### src/rtl/mult_arb_pkg.sv
// Shared types and helpers for the round-robin multiplier arbiter.
// Optional embedded checks: define MULT_ARB_ASSERT_EN.
package mult_arb_pkg;

  typedef enum logic [1:0] {
    IDLE,
    RUN,
    DONE
  } mult_arb_state_e;

  localparam int MULT_ARB_MAX_REQ = 16;

  function automatic int id_w(input int n);
    int c;
    c = $clog2(n);
    return (c < 1) ? 1 : c;
  endfunction

endpackage

### src/rtl/mult_core.sv
// Sequential shift-add multiplier, one operand bit per cycle.
// Optional embedded checks: define MULT_ARB_ASSERT_EN.
module mult_core #(
  parameter int WIDTH = 8
) (
  input  logic               clk,
  input  logic               rst,
  input  logic               start,
  input  logic [WIDTH-1:0]   a,
  input  logic [WIDTH-1:0]   b,
  output logic               done,
  output logic [2*WIDTH-1:0] prod
);

  localparam int PW = 2 * WIDTH;
  localparam int CW = $clog2(WIDTH) + 1;

  logic [WIDTH-1:0] a_sr;
  logic [PW-1:0]    b_sr;
  logic [PW-1:0]    acc;
  logic [PW-1:0]    acc_nxt;
  logic [CW-1:0]    cnt;
  logic             run;

  assign acc_nxt = acc + (a_sr[0] ? b_sr : '0);
  assign done    = run && (cnt == CW'(WIDTH - 1));
  assign prod    = acc_nxt;

  // Bit 0 is folded into the load so the last bit lands on the DONE edge.
  always_ff @(posedge clk or negedge rst) begin
    if (!rst) begin
      a_sr <= '0;
      b_sr <= '0;
      acc  <= '0;
      cnt  <= '0;
      run  <= 1'b0;
    end else if (start) begin
      a_sr <= a >> 1;
      b_sr <= {{(WIDTH-1){1'b0}}, b, 1'b0};
      acc  <= a[0] ? {{WIDTH{1'b0}}, b} : '0;
      cnt  <= CW'(1);
      run  <= 1'b1;
    end else if (run) begin
      acc  <= acc_nxt;
      a_sr <= a_sr >> 1;
      b_sr <= b_sr << 1;
      if (done) begin
        run <= 1'b0;
      end else begin
        cnt <= cnt + CW'(1);
      end
    end
  end

`ifdef MULT_ARB_ASSERT_EN
  a_acc_mono: assert property (
    @(posedge clk) disable iff (!rst)
    (run && !start) |=> (acc >= $past(acc))
  );
`endif

endmodule

### src/rtl/mult_arbiter.sv
// Round-robin front end sharing one shift-add multiplier core.
// Optional embedded checks: define MULT_ARB_ASSERT_EN.
module mult_arbiter
  import mult_arb_pkg::*;
#(
  parameter int N_REQ = 4,
  parameter int WIDTH = 8
) (
  input  logic                     clk,
  input  logic                     rst,
  input  logic [N_REQ-1:0]         req_valid,
  output logic [N_REQ-1:0]         req_ready,
  input  logic [N_REQ*WIDTH-1:0]   req_a,
  input  logic [N_REQ*WIDTH-1:0]   req_b,
  output logic                     rsp_valid,
  input  logic                     rsp_ready,
  output logic [2*WIDTH-1:0]       rsp_prod,
  output logic [id_w(N_REQ)-1:0]   rsp_id,
  output logic                     busy
);

  localparam int IW = id_w(N_REQ);

  mult_arb_state_e state;

  logic [IW-1:0]      rr_ptr;
  logic [IW-1:0]      gnt_idx;
  logic [IW-1:0]      nxt_ptr;
  logic               found;
  logic               accept;
  logic [WIDTH-1:0]   sel_a;
  logic [WIDTH-1:0]   sel_b;
  logic               core_done;
  logic [2*WIDTH-1:0] core_prod;

  // First valid requester at or after rr_ptr, wrapping.
  always_comb begin
    int j;
    j       = 0;
    found   = 1'b0;
    gnt_idx = '0;
    for (int k = 0; k < N_REQ; k++) begin
      j = int'(rr_ptr) + k;
      if (j >= N_REQ) begin
        j = j - N_REQ;
      end
      if (!found && req_valid[j]) begin
        found   = 1'b1;
        gnt_idx = IW'(j);
      end
    end
  end

  assign req_ready = (rst && state == IDLE && found)
                   ? (N_REQ'(1) << gnt_idx) : '0;
  assign accept    = |(req_valid & req_ready);
  assign nxt_ptr   = (gnt_idx == IW'(N_REQ - 1))
                   ? '0 : gnt_idx + IW'(1);

  assign sel_a = req_a[gnt_idx*WIDTH +: WIDTH];
  assign sel_b = req_b[gnt_idx*WIDTH +: WIDTH];

  assign busy      = (state != IDLE);
  assign rsp_valid = (state == DONE);

  mult_core #(
    .WIDTH (WIDTH)
  ) u_core (
    .clk   (clk),
    .rst   (rst),
    .start (accept),
    .a     (sel_a),
    .b     (sel_b),
    .done  (core_done),
    .prod  (core_prod)
  );

  always_ff @(posedge clk or negedge rst) begin
    if (!rst) begin
      state    <= IDLE;
      rr_ptr   <= '0;
      rsp_prod <= '0;
      rsp_id   <= '0;
    end else begin
      unique case (state)
        IDLE: begin
          if (accept) begin
            state  <= RUN;
            rr_ptr <= nxt_ptr;
            rsp_id <= gnt_idx;
          end
        end
        RUN: begin
          if (core_done) begin
            state    <= DONE;
            rsp_prod <= core_prod;
          end
        end
        DONE: begin
          if (rsp_ready) begin
            state <= IDLE;
          end
        end
        default: state <= IDLE;
      endcase
    end
  end

`ifdef MULT_ARB_ASSERT_EN
  logic [2*WIDTH-1:0] exp_prod;
  logic [4:0]         wait_cnt [N_REQ];

  always_ff @(posedge clk or negedge rst) begin
    if (!rst) begin
      exp_prod <= '0;
    end else if (accept) begin
      exp_prod <= (2*WIDTH)'(sel_a) * (2*WIDTH)'(sel_b);
    end
  end

  // Accepts granted to others while a requester keeps waiting.
  always_ff @(posedge clk or negedge rst) begin
    if (!rst) begin
      for (int i = 0; i < N_REQ; i++) begin
        wait_cnt[i] <= '0;
      end
    end else begin
      for (int i = 0; i < N_REQ; i++) begin
        if (!req_valid[i] || req_ready[i]) begin
          wait_cnt[i] <= '0;
        end else if (accept) begin
          wait_cnt[i] <= wait_cnt[i] + 5'd1;
        end
      end
    end
  end

  a_onehot: assert property (
    @(posedge clk) disable iff (!rst)
    $onehot0(req_ready)
  );

  a_prod: assert property (
    @(posedge clk) disable iff (!rst)
    rsp_valid |-> (rsp_prod == exp_prod)
  );

  a_stable: assert property (
    @(posedge clk) disable iff (!rst)
    (rsp_valid && !rsp_ready) |=>
      ($stable(rsp_prod) && $stable(rsp_id))
  );

  a_busy: assert property (
    @(posedge clk) disable iff (!rst)
    busy == (state != IDLE)
  );

  for (genvar g = 0; g < N_REQ; g++) begin : g_starve
    a_starve: assert property (
      @(posedge clk) disable iff (!rst)
      int'(wait_cnt[g]) < N_REQ
    );
  end
`endif

endmodule

### config.mk
export PLATFORM = sky130hd
export DESIGN_NAME = mult_arbiter
export DESIGN_NICKNAME = d
export VERILOG_FILES = /design/src/rtl/mult_arb_pkg.sv /design/src/rtl/mult_core.sv /design/src/rtl/mult_arbiter.sv
export SDC_FILE = /design/constraint.sdc
export NUM_CORES = 1
export LEC_CHECK = 0
export CORE_MARGIN = 3
export CORE_UTILIZATION = 23
export CTS_BUF_LIST = sky130_fd_sc_hd__clkbuf_4
export CTS_CLUSTER_SIZE = 30
export DETAILED_ROUTE_END_ITERATION = 12
export PLACE_DENSITY = 0.48
export SYNTH_ARGS = -nofsm -noshare
export SYNTH_HDL_FRONTEND = slang
export SYNTH_SLANG_ARGS = --single-unit
### constraint.sdc
create_clock -name clk -period 2.7 [get_ports clk]
set_input_delay 0.405 -clock clk [delete_from_list [all_inputs] [get_ports clk]]
set_output_delay 0.405 -clock clk [all_outputs]
set_load 0.005 [all_outputs]
# After elaboration in Yosys (flattened, before gate mapping)
# Cells that the tools add are included.
[op_classes] shifts=3 n_addsub=10 magnitude_cmp=8 bitwise_logic=1 reduce_logical=17 n_mux=44 n_eq_ne=8
[op_table] cell="32-bit by 4-bit less-than comparator with 1-bit output, second input constant" n=4
[op_table] cell="32-bit 2-to-1 mux" n=4
[op_table] cell="16-bit 2-to-1 mux" n=5
[op_table] cell="32-bit by 6-bit variable part select with 8-bit output" n=2
[op_table] cell="8-bit 2-to-1 mux" n=3
[op_table] cell="16-bit adder" n=1
[op_table] cell="2-bit 2-to-1 mux" n=8
[op_table] cell="4-bit 2-to-1 mux" n=4
[op_table] cell="1-bit 2-to-1 mux" n=15
[op_table] cell="3-bit by 3-bit subtractor with 4-bit output, second input constant" n=3
[op_table] cell="3-bit >= comparator, second input constant" n=3
[op_table] cell="1-bit binary-select mux with 2-bit select" n=4
[op_table] cell="2-bit by 2-bit adder with 3-bit output, second input constant" n=2
[op_table] cell="1-bit logical AND" n=6
[op_table] cell="2-bit != test, second input constant" n=3
[op_table] cell="2-bit one-hot mux with 3 select lines" n=1
[op_table] cell="2-bit AND reduction" n=3
[op_table] cell="4-bit by 1-bit adder with 4-bit output, second input constant" n=1
[op_table] cell="4-bit bitwise AND" n=1
[op_table] cell="2-bit equality test, second input constant" n=2
[op_table] cell="4-bit by 3-bit equality test with 1-bit output, second input constant" n=1
[op_table] cell="2-bit nonzero test" n=2
[op_table] cell="4-bit OR reduction" n=1
[op_table] cell="1-bit by 2-bit left shift with 4-bit output, first input constant" n=1
[op_table] cell="9 further kinds" n=11
[totals] wordCells=100 regBits=67 output_inout_bits=24

# Logic depth before layout (Yosys ltp)
# Gate-level depths: netlist (run 1).
[depth] ltp_word=21 ltp_mapped=12

# Cells and area by module
# A second synthesis (run 1) with hierarchy kept.
[hier_totals] cells_unflattened=438 area_unflattened_um2=4359.2
[modules_own_cells] module="mult_core" area_per_inst_um2=2816.5 n_inst=1 cells_each=305
[modules_own_cells] module="mult_arbiter" area_per_inst_um2=1542.7 n_inst=1 cells_each=133

# Worst setup path before layout (run 1)
# Ideal clock, no wire load.
[synth_path] path_kind="flip-flop to flip-flop" startpoint="reg u_core.a_sr[0]" endpoint="reg u_core.acc[9]" setup_ps=126 period_less_slack_ps=2517 n_path_buf=1 stages_incl_launch_ff=11 t_arrival_ps=2391 path_slack_ps=183 required_ps=2574 cell_sequence="dfrtp_1 > clkbuf_1 > and2_1 > ha_1 > fa_1 > a21o_1 > nand4_1 > a21oi_1 > o21ai_1 > a2111oi_4 > a311o_1"
[synth_between] elab_chain_len=4
[synth_lines] item="start, declared" line_no="mult_core.sv:18" text="logic [WIDTH-1:0] a_sr;"
[synth_lines] item="start signal, assigned" line_no="mult_core.sv:38" text="a_sr <= a >> 1;"
[synth_lines] item="start signal, assigned" line_no="mult_core.sv:45" text="a_sr <= a_sr >> 1;"
[synth_lines] item="16-bit 2-to-1 mux" line_no="mult_core.sv:25" text="assign acc_nxt = acc + (a_sr[0] ? b_sr : '0);"
[synth_lines] item="16-bit adder" line_no="mult_core.sv:25"
[synth_lines] item="16-bit 2-to-1 mux" line_no="mult_core.sv:43" text="end else if (run) begin"
[synth_lines] item="16-bit 2-to-1 mux" line_no="mult_core.sv:37" text="end else if (start) begin"
[synth_lines] item="end signal, assigned" line_no="mult_core.sv:40" text="acc <= a[0] ? {{WIDTH{1'b0}}, b} : '0;"
[synth_lines] item="end signal, assigned" line_no="mult_core.sv:44" text="acc <= acc_nxt;"
[synth_lines] item="end, declared" line_no="mult_core.sv:20" text="logic [PW-1:0] acc;"
# Every way passes these cells. The select of a mux whose other input is x is not followed.
# A chain may end at the register's enable or synchronous reset.

# Worst setup path after layout (run 1)
[layout_path] startpoint="reg rr_ptr[0]" endpoint="out req_ready[0]"
[layout_between] elab_chain_len=17 word_cells_on_any_way=44
[layout_lines] item="start, declared" line_no="mult_arbiter.sv:26" text="logic [IW-1:0] rr_ptr;"
[layout_lines] item="start signal, assigned" line_no="mult_arbiter.sv:89" text="rr_ptr <= nxt_ptr;"
[layout_lines] item="parallel branches: the longest is 16 deep, another holds 3-bit by 3-bit subtractor with 4-bit output"
[layout_lines] item="4-bit 2-to-1 mux (*)" line_no="mult_arbiter.sv:55" text="? (N_REQ'(1) << gnt_idx) : '0;"
[layout_lines] item="end, declared" line_no="mult_arbiter.sv:12" text="output logic [N_REQ-1:0] req_ready,"
# Every way passes the cells marked *. The select of a mux whose other input is x is not followed.

==> results of run 1 <==
power by group through the flow:
stage | combinational, mW | sequential, mW | clock, mW
2_1_floorplan | 2.52 | 1.65 | 0
3_5_place_dp | 3.73 | 1.75 | 0
3_3_place_gp | 3.68 | 1.73 | 0
6_report | 3.86 | 1.73 | 0.655
5_1_grt | 4.31 | 1.78 | 0.737
4_1_cts | 3.81 | 1.73 | 0.694
timing repair:
action	in CTS	in global routing
endpoints found under the setup margin	7	4
gates resized for setup	13	12
hold endpoints to repair	0	0
setup buffers	3	4
pin swaps	3	5
area by class of cell:
type                    count  area [um^2]  share of cell area
multi-input cells         364         2620               0.431
repair buffers            146         1380               0.226
inverters                  10         37.5             0.00616
clock buffers              12         90.1              0.0148
clock inverters             4         43.8             0.00719
well taps                 229          287              0.0471
flip-flops and latches     65         1630               0.268
path summary, 6_finish.rpt:
path | start | to | slack (ns) | cells after the start
worst min-delay path | rst | u_core.acc[0] | 0.24 | 2
max in group asynchronous | rst | u_core.a_sr[0] | 1.84 | 2
worst min register to register | rsp_prod[4] | rsp_prod[4] | 0.48 | 2
worst max register to register | u_core.a_sr[0] | rsp_prod[15] | 0.12 | 9
min in group clk | rsp_prod[4] | rsp_prod[4] | 0.48 | 2
worst max-delay path | rr_ptr[0] | req_ready[0] | 0.12 | 7
state kept, by name, summed over array words and instances, names as in the netlist:
register     count
rr_ptr           2
rsp_id           2
rsp_prod        16
state            2
u_core.a_sr      7
u_core.acc      16
u_core.b_sr     15
u_core.cnt       4
u_core.run       1
placed cells by master, fill, tap and decap left out, types with 8 or more instances in the layout:
cell,Yosys,routed
clkdlybuf4s50_1,0,86
nand2_1,67,67
mux2i_1,49,49
o21ai_0,14,14
and2_1,14,13
clkbuf_4,0,12
nand3_1,11,11
nor2b_1,11,11
inv_1,9,9
dfrtp_1,65,63
a21oi_1,24,22
buf_4,4,47
mux2_2,14,14
nor2_1,32,32
ha_1,16,14
o31ai_2,8,8
worst max-delay path, cell delays in order (launching register included):
cell and delay [ns]:
dfrtp_1 0.40, and2b_1 0.21, nand3b_1 0.23, a21oi_4 0.25, buf_4 0.15, buf_6 0.18, nor3_1 0.07, dlygate4sd2_1 0.27
metrics by stage:
| stage | area (um^2) | utilization | TNS, ns | std cells | hold slack [ns] |
|---|---|---|---|---|---|
| finish | 6090 | 0.332 | 0 | 830 | 0.244 |
| global route | 6090 | 0.332 | -0.0861 | 830 | 0.328 |
| CTS | 6000 | 0.327 | -0.0697 | 826 | 0.275 |
| floorplan | 4380 | - | 0 | 470 | 0.109 |
| detailed placement | 5830 | 0.318 | -3.76 | 807 | 0.465 |
| global placement | 5830 | 0.318 | -1.84 | 807 | 0.463 |
routing by layer:
metal  routed length [um]  global-route usage  share of wire  up-vias
li1                     -                   -              -     1946
met1                 5680               0.152           0.46     1792
met2                 6010               0.215           0.49       68
met3                  445              0.0280          0.036       16
met4                  206              0.0312          0.017        0
met5                    0                   0              0        -
logic make-up (layout without fill, tap and decap cells):
kind of cell | Yosys count | count (layout) | share of synthesized area
compound gates | 103 | 103 | 0.173
buf+inv | 41 | 172 | 0.0494
simple gates | 173 | 173 | 0.190
flops | 65 | 65 | 0.372
fa+ha+maj | 17 | 17 | 0.0503
mux | 64 | 64 | 0.151
xor+xnor | 7 | 7 | 0.0140
==> summary.md, run 1 <==
| Metric | Value |
|---|---|
| Slew Limit Fails | 0 |
| Crit Path Class | flop to primary output |
| Synthesized Nets | 558 |
| Share of cells above drive strength 1 | 0.190 |
| Post-synth top cells | nand2_1, dfrtp_1, mux2i_1, nor2_1, a21oi_1 |
| Top cell type's share of synthesized area | 0.372 |
| Final nets | 684 |
| Warnings from Yosys | 0 |
| Total track usage | 0.122 |
| CTS buffer count | 9 |
| Antenna cell count | 0 |
| RD Place Congestion | 0.834 |
| Req. time, crit path | 2.30 ns |
| Die width | 144 um |
| Crit end category | primary output |
| CP Data Arrival Time | 2.18 ns |
| P_sw | 2.55 mW |
| Peak VDD IR | 0.305 mV |
| Die area | 20700 um^2 |
| Power Dens Cells | 1030 nW/um^2 |
| Final setup vio count | 0 |
| Final wirelength | 12300 um |
| Setup WS post-layout | 0.118 ns |
| Synth cell types | 61 |
| Routed Antenna Nets | 0 |
| Clk Latency, worst-skew pair | 0.41 ns |
| Min Tclk post-route | 2.58 ns |
| Pin count of the biggest net entering global routing | 66 |
| Post-synthesis average cell area | 9.31 um^2 |
| Clk_skew | 0.0167 ns |
| Hold Vio Cnt, Final | 0 |
| Vias in the first global route | 4009 |
| Buffers on Ports | 94 |
| Largest cells by area after synthesis | dfrtp_1, mux2i_1, nand2_1 |
| HP Class | input pin to async pin |
| Fillers | 1872 |
| Pin slew with the least headroom to its limit | 0.840 ns |
| H-tree depth | 3 |
| Post-Synthesis Cells | 470 |
| Synth async-reset ratio | 1.00 |
| HPWL after detailed placement | 9380 um |
| First-pass GRT wire length | 20200 um |
| Grt total ovfl | 0 |
| Most common cell in the synthesized netlist | nand2_1 |
| Max cap viols | 0 |
| Ports | 95 |
| Area grow syn2layout | 39.1% |
| Antenna violations before repair | 0 |
| CTS tree | yes |
| Relative slew margins | 0.440 |
| DR iter-0 viols | 180 |
| CORE AREA | 18300 um^2 |
| Seq/Total Area, Yosys | 0.372 |
| Clock power share | 0.105 |
| Deepest clock path buffer count | 2 |
| DRT Pass-1 Iters | 4 |
| Switching share of power | 0.409 |
| EDFF count, synth | 0 |
| Post-CTS Hold Buffers | 0 |
| Vias per cell | 4.60 |
| Status | finished clean |
| Clock slew at reported path FFs | 0.11 ns |
| # DRC | 0 |
| Routed vias | 3822 |
| CP Launch Type | flop |
| Total clock sinks | 65 |
| Worst Path Max Fanout | 15 |
| Total power | 6.24 mW |
| Flops & latches, synth | 65 |
| Combinational power share | 0.619 |
| Seq pwr share | 0.276 |
| Pre-CTS WS | -0.168 ns |
| Root buffer cell | clkbuf_4 |
| Routed len/inst | 14.9 um |
| Leak | 2.76 nW |
| Fmax | 387 MHz |
| P_int | 3.69 mW |
| Final worst-path cycle share | 0.956 |
| Main synth FF type | dfrtp_1 |
| Post-synthesis instance area | 4380 um^2 |
| Die Y | 144 um |
| Row cnt | 49 |
| Initial Util | 0.239 |
| Largest area contributor in the netlist | dfrtp_1 |
Power figures use the tool's default switching activity.
==> run 2: changes to the inputs <==
--- a/config.mk
+++ b/config.mk
@@ -8,6 +8,7 @@
 export CORE_MARGIN = 3
 export CORE_UTILIZATION = 23
 export CTS_BUF_LIST = sky130_fd_sc_hd__clkbuf_4
+export CTS_CLUSTER_DIAMETER = 120
 export CTS_CLUSTER_SIZE = 30
 export DETAILED_ROUTE_END_ITERATION = 12
 export PLACE_DENSITY = 0.48
==> results of run 2 <==
The final DEF is identical to that of run 1; final timing and power are the same.
